$ cat src/rtl/vga_scanout_pkg.sv
// Shared constants, handshake states and the pixel-to-address map for the frame buffer.
package vga_scanout_pkg;

  localparam int unsigned SCR_WIDTH     = 160;
  localparam int unsigned SCR_HEIGHT    = 120;
  localparam int unsigned SCALE_SHIFT   = 2;
  localparam int unsigned MEM_ADDR_BITS = 15;
  localparam int unsigned PIX_BITS      = 3;
  localparam int unsigned CNT_BITS      = 10;
  localparam int unsigned COORD_BITS    = 8;

  localparam int unsigned H_VISIBLE = 640;
  localparam int unsigned H_FRONT   = 16;
  localparam int unsigned H_SYNC    = 96;
  localparam int unsigned H_BACK    = 48;
  localparam int unsigned V_VISIBLE = 480;
  localparam int unsigned V_FRONT   = 10;
  localparam int unsigned V_SYNC    = 2;
  localparam int unsigned V_BACK    = 33;

  typedef enum logic [1:0] {
    HS_IDLE    = 2'd0,
    HS_BUSY    = 2'd1,
    HS_RELEASE = 2'd2
  } hshake_state_e;

  // row*160 + col, built from shifts so reader and writer share one mapping.
  function automatic logic [MEM_ADDR_BITS-1:0] map_pixelco_memaddr(
    input logic [COORD_BITS-1:0] col,
    input logic [COORD_BITS-1:0] row
  );
    logic [MEM_ADDR_BITS-1:0] r;
    r = MEM_ADDR_BITS'(row);
    return (r << 7) + (r << 5) + MEM_ADDR_BITS'(col);
  endfunction

endpackage

$ cat src/rtl/vga_scanout_if.sv
// Frame-buffer read port: scanout drives address/strobe, memory returns data a Clck later.
interface vga_scanout_if;
  import vga_scanout_pkg::*;

  logic [MEM_ADDR_BITS-1:0] mem_addr;
  logic                     mem_rd_en;
  logic [PIX_BITS-1:0]      mem_data;

  modport master (output mem_addr, output mem_rd_en, input mem_data);
  modport slave  (input mem_addr, input mem_rd_en, output mem_data);
endinterface

$ cat src/rtl/vga_scanout_timing_counter.sv
// Pixel strobe, h/v raster counters and combinational region decodes.
module vga_scanout_timing_counter
  import vga_scanout_pkg::*;
#(
  parameter int unsigned H_VIS = H_VISIBLE,
  parameter int unsigned H_FP  = H_FRONT,
  parameter int unsigned H_SW  = H_SYNC,
  parameter int unsigned H_BP  = H_BACK,
  parameter int unsigned V_VIS = V_VISIBLE,
  parameter int unsigned V_FP  = V_FRONT,
  parameter int unsigned V_SW  = V_SYNC,
  parameter int unsigned V_BP  = V_BACK
) (
  input  logic                Clck,
  input  logic                Reset,
  output logic                pix_en,
  output logic [CNT_BITS-1:0] h_cnt,
  output logic [CNT_BITS-1:0] v_cnt,
  output logic                visible_c,
  output logic                hsync_c,
  output logic                vsync_c,
  output logic                vblank_entry_c
);

  localparam int unsigned H_TOTAL  = H_VIS + H_FP + H_SW + H_BP;
  localparam int unsigned V_TOTAL  = V_VIS + V_FP + V_SW + V_BP;
  localparam int unsigned HS_START = H_VIS + H_FP;
  localparam int unsigned HS_END   = HS_START + H_SW - 1;
  localparam int unsigned VS_START = V_VIS + V_FP;
  localparam int unsigned VS_END   = VS_START + V_SW - 1;

  logic h_last_c;
  logic v_last_c;

  assign h_last_c = (h_cnt == CNT_BITS'(H_TOTAL - 1));
  assign v_last_c = (v_cnt == CNT_BITS'(V_TOTAL - 1));

  // Strobe toggles every Clck; raster position advances only on strobe cycles.
  always_ff @(posedge Clck) begin
    if (!Reset) begin
      pix_en <= 1'b0;
      h_cnt  <= '0;
      v_cnt  <= '0;
    end else begin
      pix_en <= ~pix_en;
      if (pix_en) begin
        if (h_last_c) begin
          h_cnt <= '0;
          v_cnt <= v_last_c ? '0 : v_cnt + CNT_BITS'(1);
        end else begin
          h_cnt <= h_cnt + CNT_BITS'(1);
        end
      end
    end
  end

  // Region decodes of the current raster position.
  always_comb begin
    visible_c      = (h_cnt < CNT_BITS'(H_VIS)) && (v_cnt < CNT_BITS'(V_VIS));
    hsync_c        = (h_cnt >= CNT_BITS'(HS_START)) && (h_cnt <= CNT_BITS'(HS_END));
    vsync_c        = (v_cnt >= CNT_BITS'(VS_START)) && (v_cnt <= CNT_BITS'(VS_END));
    vblank_entry_c = pix_en && h_last_c && (v_cnt == CNT_BITS'(V_VIS - 1));
  end

endmodule

$ cat src/rtl/vga_scanout.sv
// VGA scanout of the 160x120 frame buffer with 4x4 replication and painter frame handshake.
module vga_scanout
  import vga_scanout_pkg::*;
#(
  parameter int unsigned H_VIS = H_VISIBLE,
  parameter int unsigned H_FP  = H_FRONT,
  parameter int unsigned H_SW  = H_SYNC,
  parameter int unsigned H_BP  = H_BACK,
  parameter int unsigned V_VIS = V_VISIBLE,
  parameter int unsigned V_FP  = V_FRONT,
  parameter int unsigned V_SW  = V_SYNC,
  parameter int unsigned V_BP  = V_BACK
) (
  input  logic                Clck,
  input  logic                Reset,
  vga_scanout_if.master       mem,
  output logic [PIX_BITS-1:0] vga_rgb,
  output logic                vga_hs,
  output logic                vga_vs,
  output logic                vga_blank_n,
  output logic                pix_en,
  output logic                paint_go,
  input  logic                paint_done,
  output logic                paint_release,
  output logic                paint_overrun
);

  logic [CNT_BITS-1:0] h_cnt;
  logic [CNT_BITS-1:0] v_cnt;
  logic                visible_c;
  logic                hsync_c;
  logic                vsync_c;
  logic                vblank_entry_c;
  logic                hs_d;
  logic                vs_d;

  hshake_state_e state_q;
  hshake_state_e state_n;
  logic          go_n;
  logic          rel_n;
  logic          ovr_n;

  vga_scanout_timing_counter #(
    .H_VIS(H_VIS), .H_FP(H_FP), .H_SW(H_SW), .H_BP(H_BP),
    .V_VIS(V_VIS), .V_FP(V_FP), .V_SW(V_SW), .V_BP(V_BP)
  ) u_timing (
    .Clck          (Clck),
    .Reset         (Reset),
    .pix_en        (pix_en),
    .h_cnt         (h_cnt),
    .v_cnt         (v_cnt),
    .visible_c     (visible_c),
    .hsync_c       (hsync_c),
    .vsync_c       (vsync_c),
    .vblank_entry_c(vblank_entry_c)
  );

  // Address stage: issue the read for the current position, delay sync levels to match.
  always_ff @(posedge Clck) begin
    if (!Reset) begin
      mem.mem_addr  <= '0;
      mem.mem_rd_en <= 1'b0;
      hs_d          <= 1'b1;
      vs_d          <= 1'b1;
    end else if (pix_en) begin
      if (visible_c) begin
        mem.mem_addr <= map_pixelco_memaddr(COORD_BITS'(h_cnt >> SCALE_SHIFT),
                                            COORD_BITS'(v_cnt >> SCALE_SHIFT));
      end
      mem.mem_rd_en <= visible_c;
      hs_d          <= ~hsync_c;
      vs_d          <= ~vsync_c;
    end
  end

  // Output stage: read data arrives here, rd_en doubles as the delayed visible flag.
  always_ff @(posedge Clck) begin
    if (!Reset) begin
      vga_rgb     <= '0;
      vga_blank_n <= 1'b0;
      vga_hs      <= 1'b1;
      vga_vs      <= 1'b1;
    end else if (pix_en) begin
      vga_rgb     <= mem.mem_rd_en ? mem.mem_data : PIX_BITS'(0);
      vga_blank_n <= mem.mem_rd_en;
      vga_hs      <= hs_d;
      vga_vs      <= vs_d;
    end
  end

  // Handshake state and registered handshake outputs.
  always_ff @(posedge Clck) begin
    if (!Reset) begin
      state_q       <= HS_IDLE;
      paint_go      <= 1'b0;
      paint_release <= 1'b0;
      paint_overrun <= 1'b0;
    end else begin
      state_q       <= state_n;
      paint_go      <= go_n;
      paint_release <= rel_n;
      paint_overrun <= ovr_n;
    end
  end

  // Start painter at vblank entry, release on done, flag vblanks that find it still busy.
  always_comb begin
    state_n = state_q;
    go_n    = paint_go;
    rel_n   = paint_release;
    ovr_n   = 1'b0;
    case (state_q)
      HS_IDLE: begin
        if (vblank_entry_c) begin
          go_n    = 1'b1;
          state_n = HS_BUSY;
        end
      end
      HS_BUSY: begin
        ovr_n = vblank_entry_c;
        if (paint_done) begin
          go_n    = 1'b0;
          rel_n   = 1'b1;
          state_n = HS_RELEASE;
        end
      end
      HS_RELEASE: begin
        ovr_n = vblank_entry_c;
        if (!paint_done) begin
          rel_n   = 1'b0;
          state_n = HS_IDLE;
        end
      end
      default: state_n = HS_IDLE;
    endcase
  end

endmodule

$ cat src/flat_wrapper.sv
// flat-port wrapper written by rule: the top's interface ports become plain ports
module vga_scanout_flat import vga_scanout_pkg::*;
#(
  parameter int unsigned H_VIS = H_VISIBLE,
  parameter int unsigned H_FP  = H_FRONT,
  parameter int unsigned H_SW  = H_SYNC,
  parameter int unsigned H_BP  = H_BACK,
  parameter int unsigned V_VIS = V_VISIBLE,
  parameter int unsigned V_FP  = V_FRONT,
  parameter int unsigned V_SW  = V_SYNC,
  parameter int unsigned V_BP  = V_BACK
)
  (Clck, Reset, vga_rgb, vga_hs, vga_vs, vga_blank_n, pix_en, paint_go, paint_done, paint_release, paint_overrun, mem_mem_addr, mem_mem_rd_en, mem_mem_data);
  vga_scanout_if mem_i ();
  input  logic Clck;
  input  logic Reset;
  output logic [PIX_BITS-1:0] vga_rgb;
  output logic vga_hs;
  output logic vga_vs;
  output logic vga_blank_n;
  output logic pix_en;
  output logic paint_go;
  input  logic paint_done;
  output logic paint_release;
  output logic paint_overrun;
  output wire logic [$bits(mem_i.mem_addr)-1:0] mem_mem_addr;
  output wire logic [$bits(mem_i.mem_rd_en)-1:0] mem_mem_rd_en;
  input wire logic [$bits(mem_i.mem_data)-1:0] mem_mem_data;
  assign mem_mem_addr = mem_i.mem_addr;
  assign mem_mem_rd_en = mem_i.mem_rd_en;
  assign mem_i.mem_data = mem_mem_data;
  vga_scanout #(.H_VIS(H_VIS), .H_FP(H_FP), .H_SW(H_SW), .H_BP(H_BP), .V_VIS(V_VIS), .V_FP(V_FP), .V_SW(V_SW), .V_BP(V_BP)) u_core (.Clck(Clck), .Reset(Reset), .mem(mem_i), .vga_rgb(vga_rgb), .vga_hs(vga_hs), .vga_vs(vga_vs), .vga_blank_n(vga_blank_n), .pix_en(pix_en), .paint_go(paint_go), .paint_done(paint_done), .paint_release(paint_release), .paint_overrun(paint_overrun));
endmodule
$ cat config.mk
export PLATFORM = sky130hd
export DESIGN_NAME = vga_scanout_flat
export DESIGN_NICKNAME = d
export VERILOG_FILES = /design/src/rtl/vga_scanout_pkg.sv /design/src/rtl/vga_scanout_if.sv /design/src/rtl/vga_scanout_timing_counter.sv /design/src/rtl/vga_scanout.sv /design/src/flat_wrapper.sv
export SDC_FILE = /design/constraint.sdc
export NUM_CORES = 1
export LEC_CHECK = 0
export CORE_ASPECT_RATIO = 0.7
export CORE_MARGIN = 4
export CORE_UTILIZATION = 40
export CTS_BUF_LIST = sky130_fd_sc_hd__clkbuf_2 sky130_fd_sc_hd__clkbuf_4 sky130_fd_sc_hd__clkbuf_8
export DETAILED_ROUTE_END_ITERATION = 10
export SLEW_MARGIN = 20
export SYNTH_ARGS = -nofsm -noshare
export SYNTH_HDL_FRONTEND = slang
export SYNTH_SLANG_ARGS = --single-unit
$ cat constraint.sdc
create_clock -name Clck -period 2.3 [get_ports Clck]
set_clock_uncertainty 0.05 [all_clocks]
set_input_delay 0.46 -clock Clck [delete_from_list [all_inputs] [get_ports Clck]]
set_output_delay 0.46 -clock Clck [all_outputs]
set_load 0.01 [all_outputs]
==> flow_summary.toml <==
[routing]
post_drt_via_cell_ratio = 5.146
dr_total_vias = 2362
routed_wirelength_mm = 6.062
wire_per_inst_um = 13.21
antenna_violating_nets_post_route = 0
drc = 0
drt_first_iter_violations = 96
drt_pre_antenna_iters = 4

[floorplanning]
initial_core_util_pct = 42.18
fp.dieArea_sq_um = 8109
die-height_um = 76.55
ios = 32
chipWidth_um = 105.9
placeableCoreArea_sq_um = 6366
core.rowCount = 24

[synthesis]
synthesis.instances = 317
syn_avg_cell_area_sq_um = 8.470
ys_top_cells_by_count = "50 x sky130_fd_sc_hd__dfxtp_1, 36 x sky130_fd_sc_hd__nand2_1, 27 x sky130_fd_sc_hd__a21oi_1, 22 x sky130_fd_sc_hd__ha_1, 21 x sky130_fd_sc_hd__nor2_1"
synth-seq-area-share_pct = 37.28
synth_most_common_cell = "sky130_fd_sc_hd__dfxtp_1"
synth_area_sq_um = 2685
share_of_yosys_cell_area_claimed_by_the_top_area_cell_type_pct = 37.28
synth-warning-count = 0
synth_async_reset_ratio_pct = 0
synthFlopType = "sky130_fd_sc_hd__dfxtp_1"
syn_nets = 347
post_synth_num_cell_types = 49
ys_seq_elements = 50
synth.area.top_cells = "sky130_fd_sc_hd__dfxtp_1 37%, sky130_fd_sc_hd__ha_1 10%, sky130_fd_sc_hd__a21oi_1 5.0%"
synth-edff-count = 0
yosys.area.top_type = "sky130_fd_sc_hd__dfxtp_1"

[outcome]
result_of_the_run = "finished, final reports clean"

[grt]
number_of_global_route_vias_before_repair = 2043
grt_max_degree = 19
grt_antenna_before_repair = 0
grt_usage_pct = 15.20
overflow = 0
wire_length_of_the_first_global_routing_pass_mm = 10.22

[cts]
worst_skew_pair.late_latency_ns = 0.31
cts_htree_levels = 2
clkSinkCount = 50
postCtsHoldBufs = 0
clock_tree_from_tritoncts = "built"
cts_buffers = 5
cts.reportedPaths.clkPinSlew_ns = 0.10
cts_root_buffer = "sky130_fd_sc_hd__clkbuf_8"
ctsLongestPathBuffers = 2

[power_and_ir_drop]
p_int_mw = 1.248
worst_ir_drop_vdd_uv = 244.0
share_comb_of_total_power_pct = 6.4
power.net_switching_mw = 0.3716
pwr_density_cell_nw_per_um2 = 474.9
clock_power_share_pct = 38.8
p_sw_share_pct = 22.95
post-layout-total-power_mw = 1.619
power_frac_seq_pct = 54.9
power_leakage_nw = 1.265

[timing]
rsz0062_at_grt = "true"
finalMaxSlewViolations = 0
peak_clock_frequency_supported_by_timing_mhz = 440.2
worst-slew-pin-transition_ns = 0.3629
timing.final.ws_setup_ns = 0.02821
worst_slew_margin_rel_pct = 75.77
timing.final.crit_share_pct = 98.77
hold_viol_final = 0
final-setup-viol-count = 0
period_needed_ns = 2.272
totalNegativeSetupSlack_ns = 0

[worst_setup_path]
worstSetupPathType = "register to register"
crit_path_start_kind = "register"
timing.critical_path.buf_inv = 2
cp_common_cell = "sky130_fd_sc_hd__inv_2"
worst_endpoint_required_time_ns = 2.48
timing.critical_path.cells = "inv_2 -> fa_1 -> inv_2 -> ha_4 -> a211o_1 -> a2111oi_4 -> o211ai_1 -> a311oi_1"
critical_path_peak_fanout = 2
cpPeakStageDelay_ns = 0.54
critPathCaptureType = "register"
timing.critical_path.slowest_stage_cell = "sky130_fd_sc_hd__fa_1"
worst_ep_arrival_time_ns = 2.45
path_delay_family = "compound AO/OA/AOI/OAI gates"

[placement]
io_buffer_count = 31
post-place-ws_ns = -0.07347
dp.cells = 450
dp.final_hpwl_mm = 4.664
place_congestion = 0.8533

[finish]
fin_util_pct = 53.56
layout.nets = 397
area_overhead_vs_synth_pct = 26.98
final_layout_size_suffix_gt1_share_pct = 14.13
final-instance-count-excl-fill = 459
filler_cell_count = 615
antenna_cells = 0

[hold_path]
hp-class = "register to register"

[flow_run]
timing.max_cap.violations = 0
## flip-flops by register name (all words and copies together) (netlist names), 2 cells and up
| name | flops |
|---|---|
| u_core.vga_rgb | 3 |
| u_core.state_q | 2 |
| u_core.mem.mem_addr | 15 |
| u_core.u_timing.v_cnt | 10 |
| u_core.u_timing.h_cnt | 10 |
## worst register-to-register path: cells and delay by family (launching register included)
kind	cells	cell delay, ns
AO/OA/AOI/OAI	4	0.95
adder cells (fa/ha/maj)	2	0.75
buffers and inverters	2	0.10
flip-flops	1	0.34
## kinds of logic after synthesis
group,count (synthesis),share of synthesized area (%)
buffers and inverters,33,4.799
XOR/XNOR,11,3.588
adder cells (fa/ha/maj),24,11.74
multiplexers,5,1.911
AO/OA/AOI/OAI,68,15.94
AND/OR/NAND/NOR,126,24.74
flip-flops,50,37.28
## final cells by class
| cell class | count | area, sq um | share of cell area [%] |
|---|---|---|---|
| Timing Repair Buffer | 56 | 498.0 | 14.61 |
| Multi-Input combinational cell | 234 | 1603 | 47.01 |
| Sequential cell | 50 | 1006 | 29.50 |
| Inverter | 20 | 75.07 | 2.202 |
| Clock buffer | 5 | 68.82 | 2.018 |
| Tap cell | 91 | 113.9 | 3.339 |
| Clock inverter | 3 | 45.04 | 1.321 |
## power groups by stage
| stage | sequential, mW | combinational [mW] | clock [mW] |
|---|---|---|---|
| global placement | 0.909 | 0.103 | 0 |
| finish | 0.888 | 0.103 | 0.628 |
| CTS | 0.889 | 0.104 | 0.652 |
| floorplan | 0.909 | 0.0512 | 0 |
| global route | 0.890 | 0.112 | 0.685 |
| detailed placement | 0.909 | 0.104 | 0 |
## cells in the final DEF, fill, tap and decap left out, types with 9 or more instances in the layout
master / instances
sky130_fd_sc_hd__a21oi_1: 26
sky130_fd_sc_hd__buf_4: 25
sky130_fd_sc_hd__nand2_1: 36
sky130_fd_sc_hd__o21ai_0: 10
sky130_fd_sc_hd__nor2_1: 21
sky130_fd_sc_hd__nand4_1: 9
sky130_fd_sc_hd__inv_1: 16
sky130_fd_sc_hd__ha_1: 21
sky130_fd_sc_hd__dfxtp_1: 46
sky130_fd_sc_hd__nand3_1: 18
sky130_fd_sc_hd__clkdlybuf4s50_1: 31
## path summary, 6_finish.rpt
| check | from | endpoint | slack (ns) | depth (start not counted) |
|---|---|---|---|---|
| worst max-delay path | u_core.u_timing.v_cnt[2]$_SDFFE_PN0P_ | u_core.mem.mem_addr[13]$_SDFFE_PN0P_ | 0.03 | 8 |
| worst min-delay path | u_core.mem.mem_addr[1]$_SDFFE_PN0P_ | u_core.mem.mem_addr[1]$_SDFFE_PN0P_ | 0.41 | 2 |
| worst max register to register | u_core.u_timing.v_cnt[2]$_SDFFE_PN0P_ | u_core.mem.mem_addr[13]$_SDFFE_PN0P_ | 0.03 | 8 |
| worst min register to register | u_core.mem.mem_addr[1]$_SDFFE_PN0P_ | u_core.mem.mem_addr[1]$_SDFFE_PN0P_ | 0.41 | 2 |
## stage by stage
step | cell area (sq um) | hold WS, ns
after floorplan | 2700 | 0.3730
after global placement | 3251 | 0.3924
after detailed placement | 3251 | 0.3961
after CTS | 3379 | 0.4097
after global routing | 3410 | 0.4333
final | 3410 | 0.4051
## metal layers
| metal | part of all wire (%) | track usage [%] |
|---|---|---|
| met1 | 58 | 24.39 |
| met4 | 0.82 | 3.105 |
| met3 | 3.6 | 3.387 |
| met5 | 0 | 0 |
| met2 | 38 | 20.17 |
## timing repair
item	4_1_cts	5_1_grt
pin swaps	6	11
hold endpoints to repair	0	0
endpoints found under the setup margin	2	4
setup buffers	0	1
gates resized for setup	5	6
Note: power is estimated with default switching activity, not from simulation.
